`src/rtl/sna_axi_request_master.sv`:
```
// sna_axi_request_master: collects header/address/data flits into one request and runs it as a single AXI4-Lite transaction.
module sna_axi_request_master (
  input  logic        clk,
  input  logic        rst_n,
  input  logic        flit_valid,
  output logic        flit_ready,
  input  logic [1:0]  flit_type,
  input  logic        flit_read,
  input  logic [3:0]  flit_pov_addr,
  input  logic [31:0] flit_addr,
  input  logic [31:0] flit_data,
  output logic [31:0] m_axi_awaddr,
  output logic [2:0]  m_axi_awprot,
  output logic        m_axi_awvalid,
  input  logic        m_axi_awready,
  output logic [31:0] m_axi_wdata,
  output logic [3:0]  m_axi_wstrb,
  output logic        m_axi_wvalid,
  input  logic        m_axi_wready,
  input  logic [1:0]  m_axi_bresp,
  input  logic        m_axi_bvalid,
  output logic        m_axi_bready,
  output logic [31:0] m_axi_araddr,
  output logic [2:0]  m_axi_arprot,
  output logic        m_axi_arvalid,
  input  logic        m_axi_arready,
  input  logic [31:0] m_axi_rdata,
  input  logic [1:0]  m_axi_rresp,
  input  logic        m_axi_rvalid,
  output logic        m_axi_rready,
  output logic        rsp_valid,
  input  logic        rsp_ready,
  output logic        rsp_read,
  output logic [3:0]  rsp_pov_addr,
  output logic [31:0] rsp_data,
  output logic [1:0]  rsp_resp,
  output logic        proto_err
);
  typedef enum logic [2:0] {IDLE, ADDR, DATA, WR, WB, RD_A, RD_R, RSP} state_t;
  state_t state, state_n;
  logic        read_q;
  logic [3:0]  pov_q;
  logic [31:0] addr_q, data_q;
  logic        acc, is_hdr, is_addr, is_data, err_n, awvalid_n, wvalid_n;
  assign flit_ready   = (state == IDLE) | (state == ADDR) | (state == DATA);
  assign m_axi_awaddr = addr_q;
  assign m_axi_araddr = addr_q;
  assign m_axi_wdata  = data_q;
  assign m_axi_awprot = 3'b000;
  assign m_axi_arprot = 3'b000;
  assign m_axi_wstrb  = 4'hF;
  assign rsp_read     = read_q;
  assign rsp_pov_addr = pov_q;
  always_comb begin
    acc     = flit_valid & flit_ready;
    is_hdr  = flit_type == 2'b10;
    is_addr = flit_type == 2'b00;
    is_data = flit_type == 2'b01;
    state_n = state;
    case (state)
      IDLE: state_n = acc & is_hdr ? ADDR : IDLE;
      ADDR: state_n = acc & is_addr ? (read_q ? RD_A : DATA) : ADDR;
      DATA: state_n = acc & is_hdr ? ADDR : acc & is_data ? WR : DATA;
      WR:   state_n = (~m_axi_awvalid | m_axi_awready) & (~m_axi_wvalid | m_axi_wready) ? WB : WR;
      WB:   state_n = m_axi_bvalid ? RSP : WB;
      RD_A: state_n = m_axi_arready ? RD_R : RD_A;
      RD_R: state_n = m_axi_rvalid ? RSP : RD_R;
      RSP:  state_n = rsp_ready ? IDLE : RSP;
    endcase
    // every accepted flit other than the one this state waits for is an error (a header in ADDR/DATA restarts)
    err_n = acc & (state == IDLE ? ~is_hdr : state == ADDR ? ~is_addr : ~is_data);
    // each write channel valid stays up independently until its own handshake
    awvalid_n = (state_n == WR) & ((state != WR) | (m_axi_awvalid & ~m_axi_awready));
    wvalid_n  = (state_n == WR) & ((state != WR) | (m_axi_wvalid & ~m_axi_wready));
  end
  always_ff @(posedge clk or negedge rst_n) begin
    if (!rst_n) begin
      state         <= IDLE;
      read_q        <= 1'b0;
      pov_q         <= 4'h0;
      addr_q        <= 32'h0;
      data_q        <= 32'h0;
      m_axi_awvalid <= 1'b0;
      m_axi_wvalid  <= 1'b0;
      m_axi_bready  <= 1'b0;
      m_axi_arvalid <= 1'b0;
      m_axi_rready  <= 1'b0;
      rsp_valid     <= 1'b0;
      rsp_data      <= 32'h0;
      rsp_resp      <= 2'b00;
      proto_err     <= 1'b0;
    end else begin
      state         <= state_n;
      m_axi_awvalid <= awvalid_n;
      m_axi_wvalid  <= wvalid_n;
      m_axi_bready  <= state_n == WB;
      m_axi_arvalid <= state_n == RD_A;
      m_axi_rready  <= state_n == RD_R;
      rsp_valid     <= state_n == RSP;
      proto_err     <= err_n;
      if (acc & is_hdr) begin
        read_q <= flit_read;
        pov_q  <= flit_pov_addr;
      end
      if (state == ADDR & acc & is_addr) addr_q <= flit_addr;
      if (state == DATA & acc & is_data) data_q <= flit_data;
      if (m_axi_bready & m_axi_bvalid) begin
        rsp_data <= 32'h0;
        rsp_resp <= m_axi_bresp;
      end
      if (m_axi_rready & m_axi_rvalid) begin
        rsp_data <= m_axi_rdata;
        rsp_resp <= m_axi_rresp;
      end
    end
  end
endmodule

```
`config.mk`:
```
export PLATFORM = sky130hd
export DESIGN_NAME = sna_axi_request_master
export DESIGN_NICKNAME = d
export VERILOG_FILES = /design/src/rtl/sna_axi_request_master.sv
export SDC_FILE = /design/constraint.sdc
export NUM_CORES = 1
export LEC_CHECK = 0
export ABC_AREA = 0
export CAP_MARGIN = 0
export CORE_ASPECT_RATIO = 2
export CORE_MARGIN = 2
export CORE_UTILIZATION = 34
export CTS_CLUSTER_DIAMETER = 40
export DETAILED_ROUTE_END_ITERATION = 8
export MAX_ROUTING_LAYER = met4
export PLACE_DENSITY = 0.76
export SLEW_MARGIN = 5
export SYNTH_ARGS = -nofsm -noshare
export SYNTH_HDL_FRONTEND = slang
export SYNTH_SLANG_ARGS = --single-unit
export TNS_END_PERCENT = 20
```
`constraint.sdc`:
```
create_clock -name clk -period 2 [get_ports clk]
set_input_delay 0.4 -clock clk [delete_from_list [all_inputs] [get_ports clk]]
set_output_delay 0.4 -clock clk [all_outputs]
set_load 0.02 [all_outputs]
```
=== Word-level counts from Yosys, hierarchy flattened ===
Cells that the tools add are included.

* Flip-flop bits (word level): 113
* Latch bits: 0
* Memory bits (writable): 0
* ROM bits: 0
* Input bits: 116
* Logic and storage cells: 78
* Memories kept: 0

* Add/subtract/negate cells: 0
* Multiply operators: 0
* Divide/modulo/power cells: 0
* $lt $le $gt $ge: 0
* Eq/ne operators: 15
* Shift operators: 0
* Mux-type cells: 17
* Bitwise logic cells: 29
* Reductions and logical operators: 3

{| class="wikitable"
|+ Operators with widths
! operator !! count
|-
| 32-bit two-way mux || 2
|-
| 3-bit equality test (second input constant) || 8
|-
| 3-bit case mux with 8 select lines || 1
|-
| 1-bit bitwise AND || 16
|-
| 3-bit two-way mux || 4
|-
| 2-bit two-way mux || 5
|-
| 3-bit by 2-bit equality test with 1-bit output (second input constant) || 3
|-
| 1-bit NOT || 7
|-
| 1-bit bitwise OR || 6
|-
| 1-bit two-way mux || 5
|-
| 3-bit by 1-bit equality test with 1-bit output (second input constant) || 1
|-
| 3-bit zero test || 1
|-
| 3-bit by 2-bit inequality test with 1-bit output (second input constant) || 1
|-
| 2-bit by 1-bit equality test with 1-bit output (second input constant) || 1
|-
| 2-bit equality test (second input constant) || 1
|-
| 2-bit zero test || 1
|-
| 2-bit nonzero test || 1
|}

=== Depth between registers and ports, before layout ===
* Depth in word-level cells: 10
* Gate-level depth with buffers: 6

=== Worst setup path before layout ===
Ideal clock, no wire load.

* Kind: register to register
* Start point: register state[2]
* End point: register m_axi_arvalid
* Library setup time: 146 ps
* Data arrival time: 1,663 ps
* Data required time: 1,854 ps
* Setup slack: 191 ps
* Stages on the path, launching flop included: 7
* Path buffers: 1
* Path through: dfrtp_1 buf_2 nor2b_1 nand3_1 o311ai_0 or3b_1 nor3b_2

* Longest elaborated chain between the ends: 9
* Elaborated cells between the ends (all ways): 20
* Classes of those cells: 8 x eq/ne; 5 x mux; 6 x bitwise; 1 x reduce/logical

{| class="wikitable"
|+ RTL lines
! what !! line !! source
|-
| start: declaration || 40 || <nowiki>state_t state, state_n;</nowiki>
|-
| start signal: assignment || 93 || <nowiki>state <= state_n;</nowiki>
|-
| 3-bit by 1-bit equality test with 1-bit output or 3-bit zero test (tied branches) || 45, 60 ||
|-
| 1-bit bitwise OR (2 in a row) || 45 || <nowiki>assign flit_ready = (state == IDLE) | (state == ADDR) | (state == DATA);</nowiki>
|-
| 1-bit bitwise AND || 55 || <nowiki>acc = flit_valid & flit_ready;</nowiki>
|-
| 1-bit bitwise AND || 63 || <nowiki>DATA: state_n = acc & is_hdr ? ADDR : acc & is_data ? WR : DATA;</nowiki>
|-
| 1-bit two-way mux || 63 ||
|-
| 2-bit two-way mux || 63 ||
|-
| 3-bit case mux with 8 select lines (*) || 60 || <nowiki>case (state)</nowiki>
|-
| 3-bit equality test (*) || 97 || <nowiki>m_axi_arvalid <= state_n == RD_A;</nowiki>
|-
| end signal: assignment || 86 || <nowiki>m_axi_arvalid <= 1'b0;</nowiki>
|-
| end signal: assignment || 97 ||
|-
| end: declaration || 25 || <nowiki>output logic m_axi_arvalid,</nowiki>
|}

Mark *: on every way between the ends. The rest lies on a longest branch, timed or not.
A chain may end at the register's enable or synchronous reset.

=== Final worst setup path ===
* Start point: register read_q, in the netlist rsp_read
* End point: output rsp_read

{| class="wikitable"
|+ RTL lines
! what !! line !! source
|-
| start: declaration || 41 || <nowiki>logic read_q;</nowiki>
|-
| start signal: assignment || 102 || <nowiki>read_q <= flit_read;</nowiki>
|-
| end: declaration || 33 || <nowiki>output logic rsp_read,</nowiki>
|}

No word-level cell between the ends.

==> impl_metrics.tcl <==
set metrics [dict create \
    status "finished clean" \
    synth-seq-cells 113 \
    crit_path_end_kind "primary output" \
    fin_area_sq_um 7890 \
    setup_viol 0 \
    slew_viol_final 0 \
    gp_congestion 0.839 \
    rsz0062_at_grt "false" \
    worstMarginPinSlew_ps 626 \
    critPathBufInv 1 \
    overflow 0 \
    hp-class "primary input to async pin" \
    clkTransAtPathRegs_ps 50 \
    grt_pass1_wl_um 20100 \
    dr.pass1.iters 4 \
    ir_drop_v 0.000766 \
    seq_area_frac_synth 0.609 \
    path_cells "clkdlybuf4s50_1" \
    cts_made_buffers 17 \
    wirelength_um 13100 \
    start_util 0.347 \
    synth_top_cells_by_area "dfrtp_1, mux2_2, buf_4" \
    post_cts_buffers 0 \
    insertion_delay_ps 400 \
    dieArea_sq_um 14700 \
    grt_start_max_net_pins 114 \
    syn_to_final_growth_pct 70.0 \
    cp_data_arrival_time_ps 1530 \
    synth_top_cell_by_area "dfrtp_1" \
    cts_tree "yes" \
    p_leak_nw 3.50 \
    cp_top_family "buffers and inverters" \
    placed_area_sq_um 7250 \
    core_sq_um 13400 \
    grt_use_total 0.184 \
    drc 0 \
    nets 693 \
    clock_path_buffers 2 \
    die_w_um 86.6 \
    diodes 0 \
    criticalPathCategory "register to primary output" \
    hpwl_um 9810 \
    io_pins 269 \
    crit_fanout 5 \
    post-route-period-util 0.967 \
    drive_gt1_frac 0.207 \
    drv_cap 0 \
    ant_nets 0 \
    p_per_area_nw_per_um2 1610 \
    max_freq_ghz 0.517 \
    syn_avg_cell_area_sq_um 13.9 \
    synth.distinct_cells 36 \
    via_per_inst 4.87 \
    avgRoutedWirePerCell_um 17.5 \
    synth_top_cell_area_share 0.609 \
    required_ps 1600 \
    async_flop_share 1.00 \
    dr.first_iter.drc_count 113 \
    finalHoldViolations 0 \
    cts_max_level 4 \
    dp.cells 713 \
    min_period_ps 1930 \
    yosysWarnings 0 \
    io_buffers 258 \
    clockRootBuffer "clkbuf_16" \
    grt_pass1_vias 3856 \
    vias 3623 \
    clock_skew_ps 5.64 \
    cp-start-kind "register" \
    postSynthCellCount 333 \
    relSlewSlack 0.583 \
    die_h_um 169 \
    cp_slowest_cell "clkdlybuf4s50_1" \
    synth_area_sq_um 4640 \
    antenna_found_initial 0 \
    rows 60 \
    synth_ff_type "dfrtp_1" \
    max_stage_delay_ps 670 \
    final_cells 744 \
    synth_edf_count 0 \
    clkSinkCount 113 \
]
## timing repair
action / in CTS / in global routing
hold buffers: 0 / 0
gates resized for setup: 1 / 1
endpoints found under the setup margin: 1 / 1
pin swaps: 0 / 0
## cell usage after synthesis, drive strengths merged (2+ instances only)
library cell	instances
mux2	69
nor2	4
o21ai	4
nand3	3
o2111ai	2
buf	44
nand4	2
nand2	8
nor2b	7
mux2i	2
inv	3
clkbuf	14
conb	2
a22o	32
dfrtp	113
and2	2
a21oi	4
o311a	2
## cells by family (layout without fill, tap and decap cells)
group,after synthesis,after routing,synth area share
multiplexers,71,71,0.172
flip-flops,113,113,0.609
buffers and inverters,61,309,0.0838
other,2,10,0.00162
AND/OR/NAND/NOR,34,34,0.0413
AO/OA/AOI/OAI,52,52,0.0922
## stage by stage
stage	hold WS [ps]	TNS [ps]	setup WS (ps)	utilization	total power, W
after global placement	466	-617	-138	0.543	0.00941
after floorplan	104	0	191	-	0.00677
after CTS	98.3	0	40.9	0.590	0.0129
after global routing	121	0	10.8	0.591	0.0133
after detailed placement	470	-3020	-246	0.543	0.00957
final	52.4	0	65.0	0.591	0.0127
## where the power goes
part	internal (W)	leakage, nW	switching [W]	total, W
Sequential	0.00320	1.46	0.000573	0.00377
Clock	0.00221	0.308	0.00102	0.00323
Combinational	0.00297	1.74	0.00275	0.00572
## cell type report
| type | instances | area (sq um) |
|---|---|---|
| clock buffer | 22 | 484 |
| clock inverter | 9 | 154 |
| fill | 1101 | 5470 |
| inverter | 3 | 11.3 |
| multi-input combinational | 167 | 1460 |
| sequential | 113 | 2830 |
| tap | 155 | 194 |
| timing repair buffer | 275 | 2760 |
## layer usage
layer | share of wire | up-vias | GRT usage
met5 | 0 | - | -
met2 | 0.58 | 179 | 0.336
met4 | 0.023 | 0 | 0.0768
li1 | - | 1626 | -
met3 | 0.049 | 22 | 0.0399
met1 | 0.34 | 1796 | 0.183
## layout by cell type, fill, tap and decap left out, drive strengths merged, types with 2 or more instances in the layout
master and n:
o21ai 4, mux2i 2, nand2 8, clkbuf 22, buf 18, conb 10, a21oi 4, clkinvlp 2
bufinv 4, clkinv 3, nand4 2, nand3 3, nor2 4, o311a 2, o2111ai 2, clkdlybuf4s50 256
and2 2, mux2 69, a22o 32, inv 3, nor2b 7, dfrtp 113
## state kept, by name (all words and copies together) (netlist names)
| name | cells |
|---|---|
| m_axi_araddr | 32 |
| m_axi_wdata | 32 |
| rsp_data | 32 |
| rsp_pov_addr | 4 |
| state | 3 |
| rsp_resp | 2 |
| m_axi_arvalid | 1 |
| m_axi_awvalid | 1 |
| m_axi_bready | 1 |
| m_axi_rready | 1 |
| m_axi_wvalid | 1 |
| proto_err | 1 |
| rsp_read | 1 |
| rsp_valid | 1 |
## worst reg2reg max path: cells and delay by family, from the launching register on
| kind | cells | cell delay [ps] |
|---|---|---|
| DFF | 1 | 430 |
| AOI/OAI and AO/OA | 1 | 120 |
| and+or+nand+nor | 4 | 1300 |
## path summary, 6_finish.rpt
kind / slack [ps] / startpoint / to / depth (start not counted)
min in group clk: 480 / rsp_resp[1]$_DFFE_PN0P_ / rsp_resp[1]$_DFFE_PN0P_ / 2
max reg2reg: 70 / state[0]$_DFF_PN0_ / m_axi_arvalid$_DFF_PN0_ / 5
min reg2reg: 480 / rsp_resp[1]$_DFFE_PN0P_ / rsp_resp[1]$_DFFE_PN0P_ / 2
max: 70 / rsp_read$_DFFE_PN0P_ / rsp_read / 1
max in group asynchronous: 1430 / rst_n / m_axi_araddr[9]$_DFFE_PN0P_ / 2
min: 50 / rst_n / m_axi_wdata[20]$_DFFE_PN0P_ / 2
Power figures use the tool's default switching activity.
